File: config.mk
export PLATFORM = sky130hd
export DESIGN_NAME = score_history_reader
export DESIGN_NICKNAME = d
export VERILOG_FILES = /design/src/rtl/score_pkg.sv /design/src/rtl/bcd_double_dabble.sv /design/src/rtl/score_history_reader.sv
export SDC_FILE = /design/constraint.sdc
export NUM_CORES = 1
export LEC_CHECK = 0
export CAP_MARGIN = 0
export CORE_ASPECT_RATIO = 1.75
export CORE_MARGIN = 1
export CORE_UTILIZATION = 31
export CTS_CLUSTER_DIAMETER = 100
export DETAILED_ROUTE_END_ITERATION = 10
export PLACE_DENSITY_LB_ADDON = 0.25
export SKIP_LAST_GASP = 1
export SLEW_MARGIN = 10
export SYNTH_ARGS = -nofsm -noshare
export SYNTH_HDL_FRONTEND = slang
export SYNTH_SLANG_ARGS = --single-unit
File: constraint.sdc
create_clock -name Clock -period 2.4 [get_ports Clock]
set_input_delay 0.48 -clock Clock [delete_from_list [all_inputs] [get_ports Clock]]
set_output_delay 0.48 -clock Clock [all_outputs]
set_load 0.02 [all_outputs]
File: src/rtl/score_pkg.sv
// Shared defaults and FSM encoding for the score history reader.
package score_pkg;

  localparam int ADDR_W_DEF = 8;
  localparam int DATA_W_DEF = 32;
  localparam int DIGITS_DEF = 10;

  typedef enum logic [2:0] {
    IDLE,
    WAIT,
    CAPTURE,
    CONVERT,
    DONE
  } state_t;

endpackage

File: src/rtl/bcd_double_dabble.sv
// Iterative binary-to-BCD converter: one shift-add-3 step per cycle, DATA_W steps per conversion.
module bcd_double_dabble #(
  parameter int DATA_W = 32,
  parameter int DIGITS = 10
) (
  input  logic                clk,
  input  logic                rst_n,
  input  logic                start,
  input  logic                abort,
  input  logic [DATA_W-1:0]   din,
  output logic [4*DIGITS-1:0] dout,
  output logic                ready
);

  localparam int SR_W  = 4*DIGITS + DATA_W;
  localparam int CNT_W = $clog2(DATA_W + 1);

  logic [SR_W-1:0]  r_shift;
  logic [CNT_W-1:0] r_count;
  logic             r_run;

  logic [SR_W-1:0]  w_adj;
  logic [SR_W-1:0]  w_next;

  always_comb begin
    w_adj = r_shift;
    for (int d = 0; d < DIGITS; d++) begin
      if (r_shift[DATA_W + 4*d +: 4] >= 4'd5) begin
        w_adj[DATA_W + 4*d +: 4] = r_shift[DATA_W + 4*d +: 4] + 4'd3;
      end
    end
    w_next = w_adj << 1;
  end

  // ready flags the final step, so dout is the finished value in that same cycle
  assign ready = r_run && (r_count == CNT_W'(DATA_W - 1));
  assign dout  = w_next[SR_W-1 -: 4*DIGITS];

  always_ff @(posedge clk or negedge rst_n) begin
    if (!rst_n) begin
      r_shift <= '0;
      r_count <= '0;
      r_run   <= 1'b0;
    end else if (abort) begin
      r_count <= '0;
      r_run   <= 1'b0;
    end else if (start) begin
      r_shift <= {{(4*DIGITS){1'b0}}, din};
      r_count <= '0;
      r_run   <= 1'b1;
    end else if (r_run) begin
      r_shift <= w_next;
      if (ready) begin
        r_count <= '0;
        r_run   <= 1'b0;
      end else begin
        r_count <= r_count + CNT_W'(1);
      end
    end
  end

endmodule

File: src/rtl/score_history_reader.sv
// Browses the score memory with a cursor and converts the selected entry to BCD.
// Define SCORE_HISTORY_WRAP_EN for a wrapping cursor; otherwise the cursor saturates.
module score_history_reader
  import score_pkg::*;
#(
  parameter int ADDR_W = ADDR_W_DEF,
  parameter int DATA_W = DATA_W_DEF,
  parameter int DIGITS = DIGITS_DEF
) (
  input  logic                Clock,
  input  logic                reset,
  input  logic                viewScore,
  input  logic                nextKey,
  input  logic                prevKey,
  input  logic [ADDR_W-1:0]   writeAddress,
  input  logic                writeEnS,
  input  logic [DATA_W-1:0]   readScore,
  output logic [ADDR_W-1:0]   rdAddress,
  output logic [4*DIGITS-1:0] digits,
  output logic                valid,
  output logic                done,
  output logic                busy,
  output logic                isLatest
);

  state_t              r_state;
  logic [ADDR_W-1:0]   r_cursor;
  logic [4*DIGITS-1:0] r_digits;
  logic                r_valid;
  logic                r_done;
  logic                r_busy;
  logic                r_viewQ;
  logic                r_armed;

  logic                w_entry;
  logic                w_keyValid;
  logic                w_atEdge;
  logic                w_stepOk;
  logic [ADDR_W-1:0]   w_stepAddr;
  logic                w_convStart;
  logic                w_convAbort;
  logic                w_convReady;
  logic [4*DIGITS-1:0] w_convDout;

  // r_armed blocks a spurious entry when viewScore is already high as reset releases
  assign w_entry    = viewScore && !r_viewQ && r_armed;
  assign w_keyValid = viewScore && (r_state == IDLE || r_state == DONE) && (nextKey != prevKey);
  assign w_stepAddr = nextKey ? (r_cursor - ADDR_W'(1)) : (r_cursor + ADDR_W'(1));

`ifdef SCORE_HISTORY_WRAP_EN
  assign w_atEdge = 1'b0;
`else
  localparam logic [ADDR_W-1:0] CURSOR_MAX = '1;
  assign w_atEdge = nextKey ? (r_cursor == '0) : (r_cursor == CURSOR_MAX);
`endif

  assign w_stepOk    = w_keyValid && !w_atEdge;
  assign w_convStart = (r_state == CAPTURE) && viewScore && !writeEnS;
  assign w_convAbort = !viewScore;

  bcd_double_dabble #(
    .DATA_W (DATA_W),
    .DIGITS (DIGITS)
  ) u_bcd (
    .clk   (Clock),
    .rst_n (reset),
    .start (w_convStart),
    .abort (w_convAbort),
    .din   (readScore),
    .dout  (w_convDout),
    .ready (w_convReady)
  );

  always_ff @(posedge Clock or negedge reset) begin
    if (!reset) begin
      r_state  <= IDLE;
      r_cursor <= '0;
      r_digits <= '0;
      r_valid  <= 1'b0;
      r_done   <= 1'b0;
      r_busy   <= 1'b0;
      r_viewQ  <= 1'b0;
      r_armed  <= 1'b0;
    end else begin
      r_viewQ <= viewScore;
      r_done  <= 1'b0;
      if (!viewScore) begin
        r_armed <= 1'b1;
      end
      if (!viewScore) begin
        r_state <= IDLE;
        r_valid <= 1'b0;
        r_busy  <= 1'b0;
      end else if (w_entry) begin
        r_cursor <= writeAddress;
        r_valid  <= 1'b0;
        r_busy   <= 1'b1;
        r_state  <= WAIT;
      end else begin
        // a writer cycle on the shared port in WAIT/CAPTURE spoils the read, so refetch
        case (r_state)
          IDLE, DONE: begin
            if (w_stepOk) begin
              r_cursor <= w_stepAddr;
              r_valid  <= 1'b0;
              r_busy   <= 1'b1;
              r_state  <= WAIT;
            end
          end
          WAIT: begin
            if (!writeEnS) begin
              r_state <= CAPTURE;
            end
          end
          CAPTURE: begin
            r_state <= writeEnS ? WAIT : CONVERT;
          end
          CONVERT: begin
            if (w_convReady) begin
              r_digits <= w_convDout;
              r_valid  <= 1'b1;
              r_done   <= 1'b1;
              r_busy   <= 1'b0;
              r_state  <= DONE;
            end
          end
          default: begin
            r_state <= IDLE;
            r_busy  <= 1'b0;
          end
        endcase
      end
    end
  end

  assign rdAddress = r_cursor;
  assign digits    = r_digits;
  assign valid     = r_valid;
  assign done      = r_done;
  assign busy      = r_busy;
  assign isLatest  = (r_cursor == writeAddress);

endmodule

==> summary.md, run 1 <==
| Metric | Value |
|---|---|
| Status | finished, final reports clean |
| Crit path max fanout | 2 |
| Critical path's slowest cell | clkdlybuf4s50_1 |
| Post-Syn Instances | 690 |
| Synth area leaders | dfrtp_1 (49%), mux2i_1 (6.9%), ha_1 (4.9%) |
| Syn nets | 764 |
| Yosys top cell by area | dfrtp_1 |
| Worst skew pair latency | 0.42 ns |
| Gp weighted congestion | 0.819 |
| DRT Wirelength | 15.9 mm |
| Peak Freq | 0.459 GHz |
| Vias in the first global route | 5369 |
| WL per Instance | 14.2 µm |
| Worst R2R End | u_bcd.r_shift[24] |
| Worst-Margin Slew | 0.622 ns |
| Pleak | 4.05 nW |
| Ant. Diodes | 0 |
| Global-route wire length before repair | 26.9 mm |
| Sequential Power Share | 40.2% |
| Hold WS | 0.0000797 ns |
| Total Neg Setup Slack | 0 ns |
| Final setup viols | 0 |
| Initial DRC Count | 123 |
| TritonCTS Buffers | 17 |
| Area grow syn2layout | 31.7% |
| # IOs | 98 |
| CP Class | input pin to output pin |
| Antenna Nets Post-Route | 0 |
| Net Sw Frac | 24.7% |
| Final Instance Count excl. Fillers | 1123 |
| VDD IR max | 0.000352 V |
| Tmin final | 2.18 ns |
| Vias per cell | 4.70 |
| Post-route setup slack | 0.220 ns |
| Final Hold Viols | 0 |
| Clock sinks | 135 |
| Comb pwr share | 13.6% |
| Row count | 72 |
| Die X | 115 µm |
| FF-to-FF path depth | 5 |
| Clock Pin Slew Worst Setup and Hold Paths | 0.06 ns |
| Syn avg cell area | 10.0 µm² |
| Worst Setup End Kind | output pin |
| Initial DRT Pass Iterations | 6 |
| Dpl hpwl | 11.4 mm |
| Ys Warns | 0 |
| Slowest cell delay on critical path | 0.50 ns |
| Area of the die | 23000 µm² |
| Max-cap viol count | 0 |
| Clock Tree Root | clkbuf_16 |
| FFs w/ async S/R, synth | 100% |
| Gr usage total | 15.1% |
| Cells along the critical path | clkdlybuf4s50_1 -> xnor2_1 -> nand4_1 -> nor2_1 -> dlygate4sd2_1 |
| GRT overflow | 0 |
| FF+latch count, synth | 135 |
| Switch Pwr | 1.50 mW |
| Worst EP arrival | 1.70 ns |
| HP Class | input pin to asynchronous set/reset pin |
| Worst R2R Setup Slack | 0.31 ns |
| Post-synth EDFFs | 0 |
| CTS tree | yes |
| Util after Layout | 41.5% |
| Power density cells | 664 nW/µm² |
| Synth top area share | 48.8% |
| Slew HR | 58.5% |
| Final net count | 888 |
| Final Instance Area | 9120 µm² |
| Largest net degree at the start of global routing | 79 |
| Internal | 4.56 mW |
| Cells after DPL | 1091 |
| Height of the die | 200 µm |
| Layout cells sized above 1 | 13.4% |
| H-tree levels | 4 |
| Final number of max-transition violations | 0 |
| Place WS | -0.395 ns |
| Placed Area | 8490 µm² |
| Sequential fraction of the synthesis area | 48.8% |
| Initial antenna violation count | 0 |
| Clk buf depth | 2 |
| Total number of vias | 5278 |
| Mapped cell area | 6930 µm² |
| Clock power share | 46.2% |
| Core area | 22000 µm² |
| # DRC | 0 |
| Worst r2r src | r_state[1] |
| Cell variety after synth | 51 |
| Final period util | 90.8% |
| Critical Path RT | 1.92 ns |
| Total chip power | 6.06 mW |
| Ys flop type | dfrtp_1 |
| Final Skew | 0.00721 ns |
| Crit path launch type | input pin |
| Starting density of the core | 31.5% |
| RSZ-0062 raised after global routing | false |
| PortBufs | 97 |
-- cell usage after synthesis, drive strengths merged (2+ instances only) --
cell and number:
nand2b 11, or3b 11, a31oi 11, o21ai 95
mux2 22, nor3 15, a22o 12, clkbuf 12
buf 21, dfrtp 135, or2 2, nand4 4
nor3b 11, nand3 4, xor2 3, ha 27
or3 3, nor4 3, nor2 37, o31ai 2
a21boi 2, mux2i 48, nand2 79, inv 40
xnor2 23, o211ai 3, a21oi 39
-- logic make-up (layout without fill, tap and decap cells) --
logic type                 Yosys count  count (layout)  synth area share, %
xor gates and xnor gates            26              26                 3.29
and+or+nand+nor                    185             185                 13.1
muxes                               70              70                 10.5
buffers and inverters               73             210                 5.13
adders and majority gates           28              28                 5.17
AOI/OAI and AO/OA                  173             173                 14.0
DFF                                135             135                 48.8
-- per-layer routing --
| layer | track usage, % | wire [µm] |
|---|---|---|
| met1 | 16.6 | 6430 |
| met2 | 27.7 | 8620 |
| met3 | 3.77 | 622 |
| met4 | 5.39 | 269 |
| met5 | 0 | 0 |
-- placed cells by master, fill, tap and decap left out, types with 5 or more instances in the layout --
cell	netlist	layout
mux2_1	8	8
xnor2_1	23	23
buf_12	0	8
a21oi_1	39	39
nand2b_1	11	11
clkinv_2	0	5
o21ai_1	35	34
clkdlybuf4s50_1	0	94
nand2_1	79	79
mux2i_1	48	48
dfrtp_1	135	134
a31oi_1	11	11
nor3_1	13	13
clkbuf_16	0	17
nor3b_1	11	11
buf_4	7	33
or3b_2	10	10
nor2_1	37	36
o21ai_0	60	60
mux2_2	14	14
ha_1	27	27
a22o_1	12	12
inv_1	38	38
-- critical path: cells and delay by family --
kind	cells	cell delay (ns)
XOR/XNOR	1	0.13
buffers and inverters	2	0.83
AND/OR/NAND/NOR	2	0.26
-- area by class of cell --
type	instances	area [µm²]
inverters	40	150
multi-input cells	482	3210
clock buffers	19	453
clock inverters	13	178
fillers	2254	12900
repair buffers	138	1380
well taps	296	370
flip-flops and latches	135	3380
-- power groups by stage --
stage	Combinational, mW	Clock [mW]	Sequential (mW)
after floorplan	0.386	0	2.49
after global placement	0.830	0	2.47
after detailed placement	0.835	0	2.47
after CTS	0.842	2.87	2.43
after global routing	0.919	2.97	2.45
final	0.826	2.80	2.43
-- flip-flops by register name, summed over array words and instances, names as in the netlist, 3 cells and up --
signal and flops:
u_bcd.r_shift 72, u_bcd.r_count 6, rdAddress 8, digits 40, r_state 3
-- how the worst max path moves through the flow --
| stage | from | end | slack (ns) | cells after the start |
|---|---|---|---|---|
| 6_report | writeAddress[3] | isLatest | 0.22 | 5 |
| 5_1_grt | writeAddress[2] | isLatest | 0.11 | 5 |
| 4_1_cts | viewScore | r_state[0] | 0.05 | 7 |
| 3_5_place_dp | viewScore | r_state[0] | -0.39 | 7 |
| 3_3_place_gp | nextKey | rdAddress[7] | -0.31 | 9 |
| 2_1_floorplan | rdAddress[0] | rdAddress[6] | 0.37 | 9 |
-- timing repair --
| action | CTS | global route |
|---|---|---|
| buffers inserted | 0 | 0 |
| pin swaps | 0 | 0 |
| gates cloned | 0 | 0 |
| gates resized for setup | 2 | 2 |
| hold buffers | 0 | 0 |
| setup endpoints to repair | 1 | 3 |
Note: power is estimated with default switching activity, not from simulation.
==> inputs of run 2 (changes only) <==
==> constraint.sdc (replaced) <==
create_clock -name Clock -period 1.8 [get_ports Clock]
set_input_delay 0.36 -clock Clock [delete_from_list [all_inputs] [get_ports Clock]]
set_output_delay 0.36 -clock Clock [all_outputs]
set_load 0.02 [all_outputs]
==> summary.md, run 2 (same netlist as run 1, synthesis figures left out) <==
| Metric | Value |
|---|---|
| Cells after DPL | 1133 |
| HP Class | input pin to asynchronous set/reset pin |
| Global-route wire length before repair | 28.9 mm |
| Gr usage total | 16.4% |
| Max reg flops | 72 |
| Total number of vias | 5773 |
| PortBufs | 97 |
| Initial antenna violation count | 0 |
| Initial DRC Count | 283 |
| Final period util | 106% |
| Fill count | 2080 |
| Pleak | 4.82 nW |
| Largest register by flop count | u_bcd.r_shift |
| Placed Area | 8870 µm² |
| Worst EP arrival | 1.55 ns |
| Slew HR | 69.6% |
| Status | finished, violations left |
| Util after Layout | 47.6% |
| Most frequent cells in the layout | dfrtp_1 (128), buf_4 (87), nand2_1 (77), clkdlybuf4s50_1 (67) |
| Core area | 22000 µm² |
| Clock sinks | 135 |
| GRT overflow | 0 |
| Worst skew pair latency | 0.43 ns |
| # DRC | 0 |
| Layout cells sized above 1 | 28.1% |
| CP Class | register to output pin |
| Gp weighted congestion | 0.874 |
| Clk buf depth | 2 |
| GR Layer Usage met2 | 29.9% |
| Grt peak-use layer | met2 |
| Ant. Diodes | 0 |
| Final Instance Area | 10500 µm² |
| Leading cell type in the layout, fill and taps excluded | dfrtp_1 |
| Clock Tree Root | clkbuf_16 |
| Final setup viols | 13 |
| Clock Pin Slew Worst Setup and Hold Paths | 0.06 ns |
| Dpl hpwl | 11.8 mm |
| Peak Freq | 0.523 GHz |
| WL per Instance | 16.3 µm |
| Initial DRT Pass Iterations | 6 |
| Worst-Margin Slew | 0.454 ns |
| RSZ-0062 raised after global routing | true |
| Row count | 72 |
| Final Skew | 0.0109 ns |
| Final net count | 971 |
| Violated checks | negative setup slack |
| Area grow syn2layout | 51.1% |
| Vias in the first global route | 5751 |
| Met1 Use GR | 18.4% |
| # IOs | 98 |
| Largest net degree at the start of global routing | 70 |
| Antenna Nets Post-Route | 0 |
| Worst Setup End Kind | output pin |
| Final number of max-transition violations | 0 |
| TritonCTS Buffers | 17 |
| Height of the die | 200 µm |
| Crit path launch type | register |
| Final Instance Count excl. Fillers | 1206 |
| Met3 Use GR | 3.26% |
| Post-route setup slack | -0.111 ns |
| H-tree levels | 4 |
| Max-cap viol count | 0 |
| Vias per cell | 4.79 |
| Crit path max fanout | 3 |
| CTS tree | yes |
| DRT Wirelength | 19.6 mm |
| VDD IR max | 0.000550 V |
| Critical Path RT | 1.44 ns |
| Tmin final | 1.91 ns |
| Final Hold Viols | 0 |
| Power density cells | 843 nW/µm² |
| Area of the die | 23000 µm² |
| Starting density of the core | 31.5% |
| Die X | 115 µm |
==> run 2: layer usage <==
layer	up-vias	share of wire, %	wire length [µm]
met2	104	54	10600
met4	0	2.3	444
met5	-	0	0
li1	2825	-	-
met3	24	3.4	662
met1	2820	40	7940
==> run 2: area by class of cell <==
class,count,area [µm²],area share (%)
inverters,40,150,1.43
clock inverters,12,221,2.11
clock buffers,20,467,4.46
repair buffers,220,2300,22.0
multi-input cells,483,3570,34.1
flip-flops and latches,135,3390,32.3
well taps,296,370,3.54
==> run 2: metrics by stage <==
step | setup TNS (ns) | worst slack (ns) | hold WS, ns | power [mW]
floorplan | 0 | 0.00439 | 0.0644 | 3.91
global placement | -51.19 | -0.820 | 0.196 | 4.65
global route | -2.97 | -0.206 | 0.339 | 9.16
finish | -0.380 | -0.111 | 0.330 | 8.83
detailed placement | -53.23 | -0.875 | 0.199 | 4.65
CTS | -0.581 | -0.179 | 0.322 | 8.80
==> run 2: critical path: stages (launching register included) <==
cell	delay (ns)
dfrtp_2	0.43
buf_4	0.16
xnor2_2	0.16
nand4_1	0.12
nor2_1	0.12
buf_4	0.15
==> run 2: power breakdown <==
part           leakage, nW  total (mW)  internal [mW]  switching (mW)
Sequential            1.80        3.23           3.12           0.115
Clock                0.328        4.05           2.71            1.34
Combinational         2.69        1.55          0.846           0.700
Total                 4.82        8.83           6.67            2.16
==> run 2: timing repair <==
action	4_1_cts	5_1_grt
setup endpoints to repair	88	87
gates cloned	3	14
hold buffers	1	0
hold endpoints to repair	12	0
setup buffers	11	14
pin swaps	17	14
resized for setup	54	94
==> run 2: final timing paths <==
path                       cells past startpoint         start  slack (ns)      endpoint
setup / recovery                               5  rdAddress[1]       -0.11      isLatest
hold / removal                                 2         reset        0.33          done
setup reg to reg                               8  rdAddress[4]       -0.10  rdAddress[7]
hold reg to reg                                2       r_armed        0.47       r_armed
max in group asynchronous                      3         reset        0.85  rdAddress[5]
min in group Clock                             4      writeEnS        0.42    r_state[0]
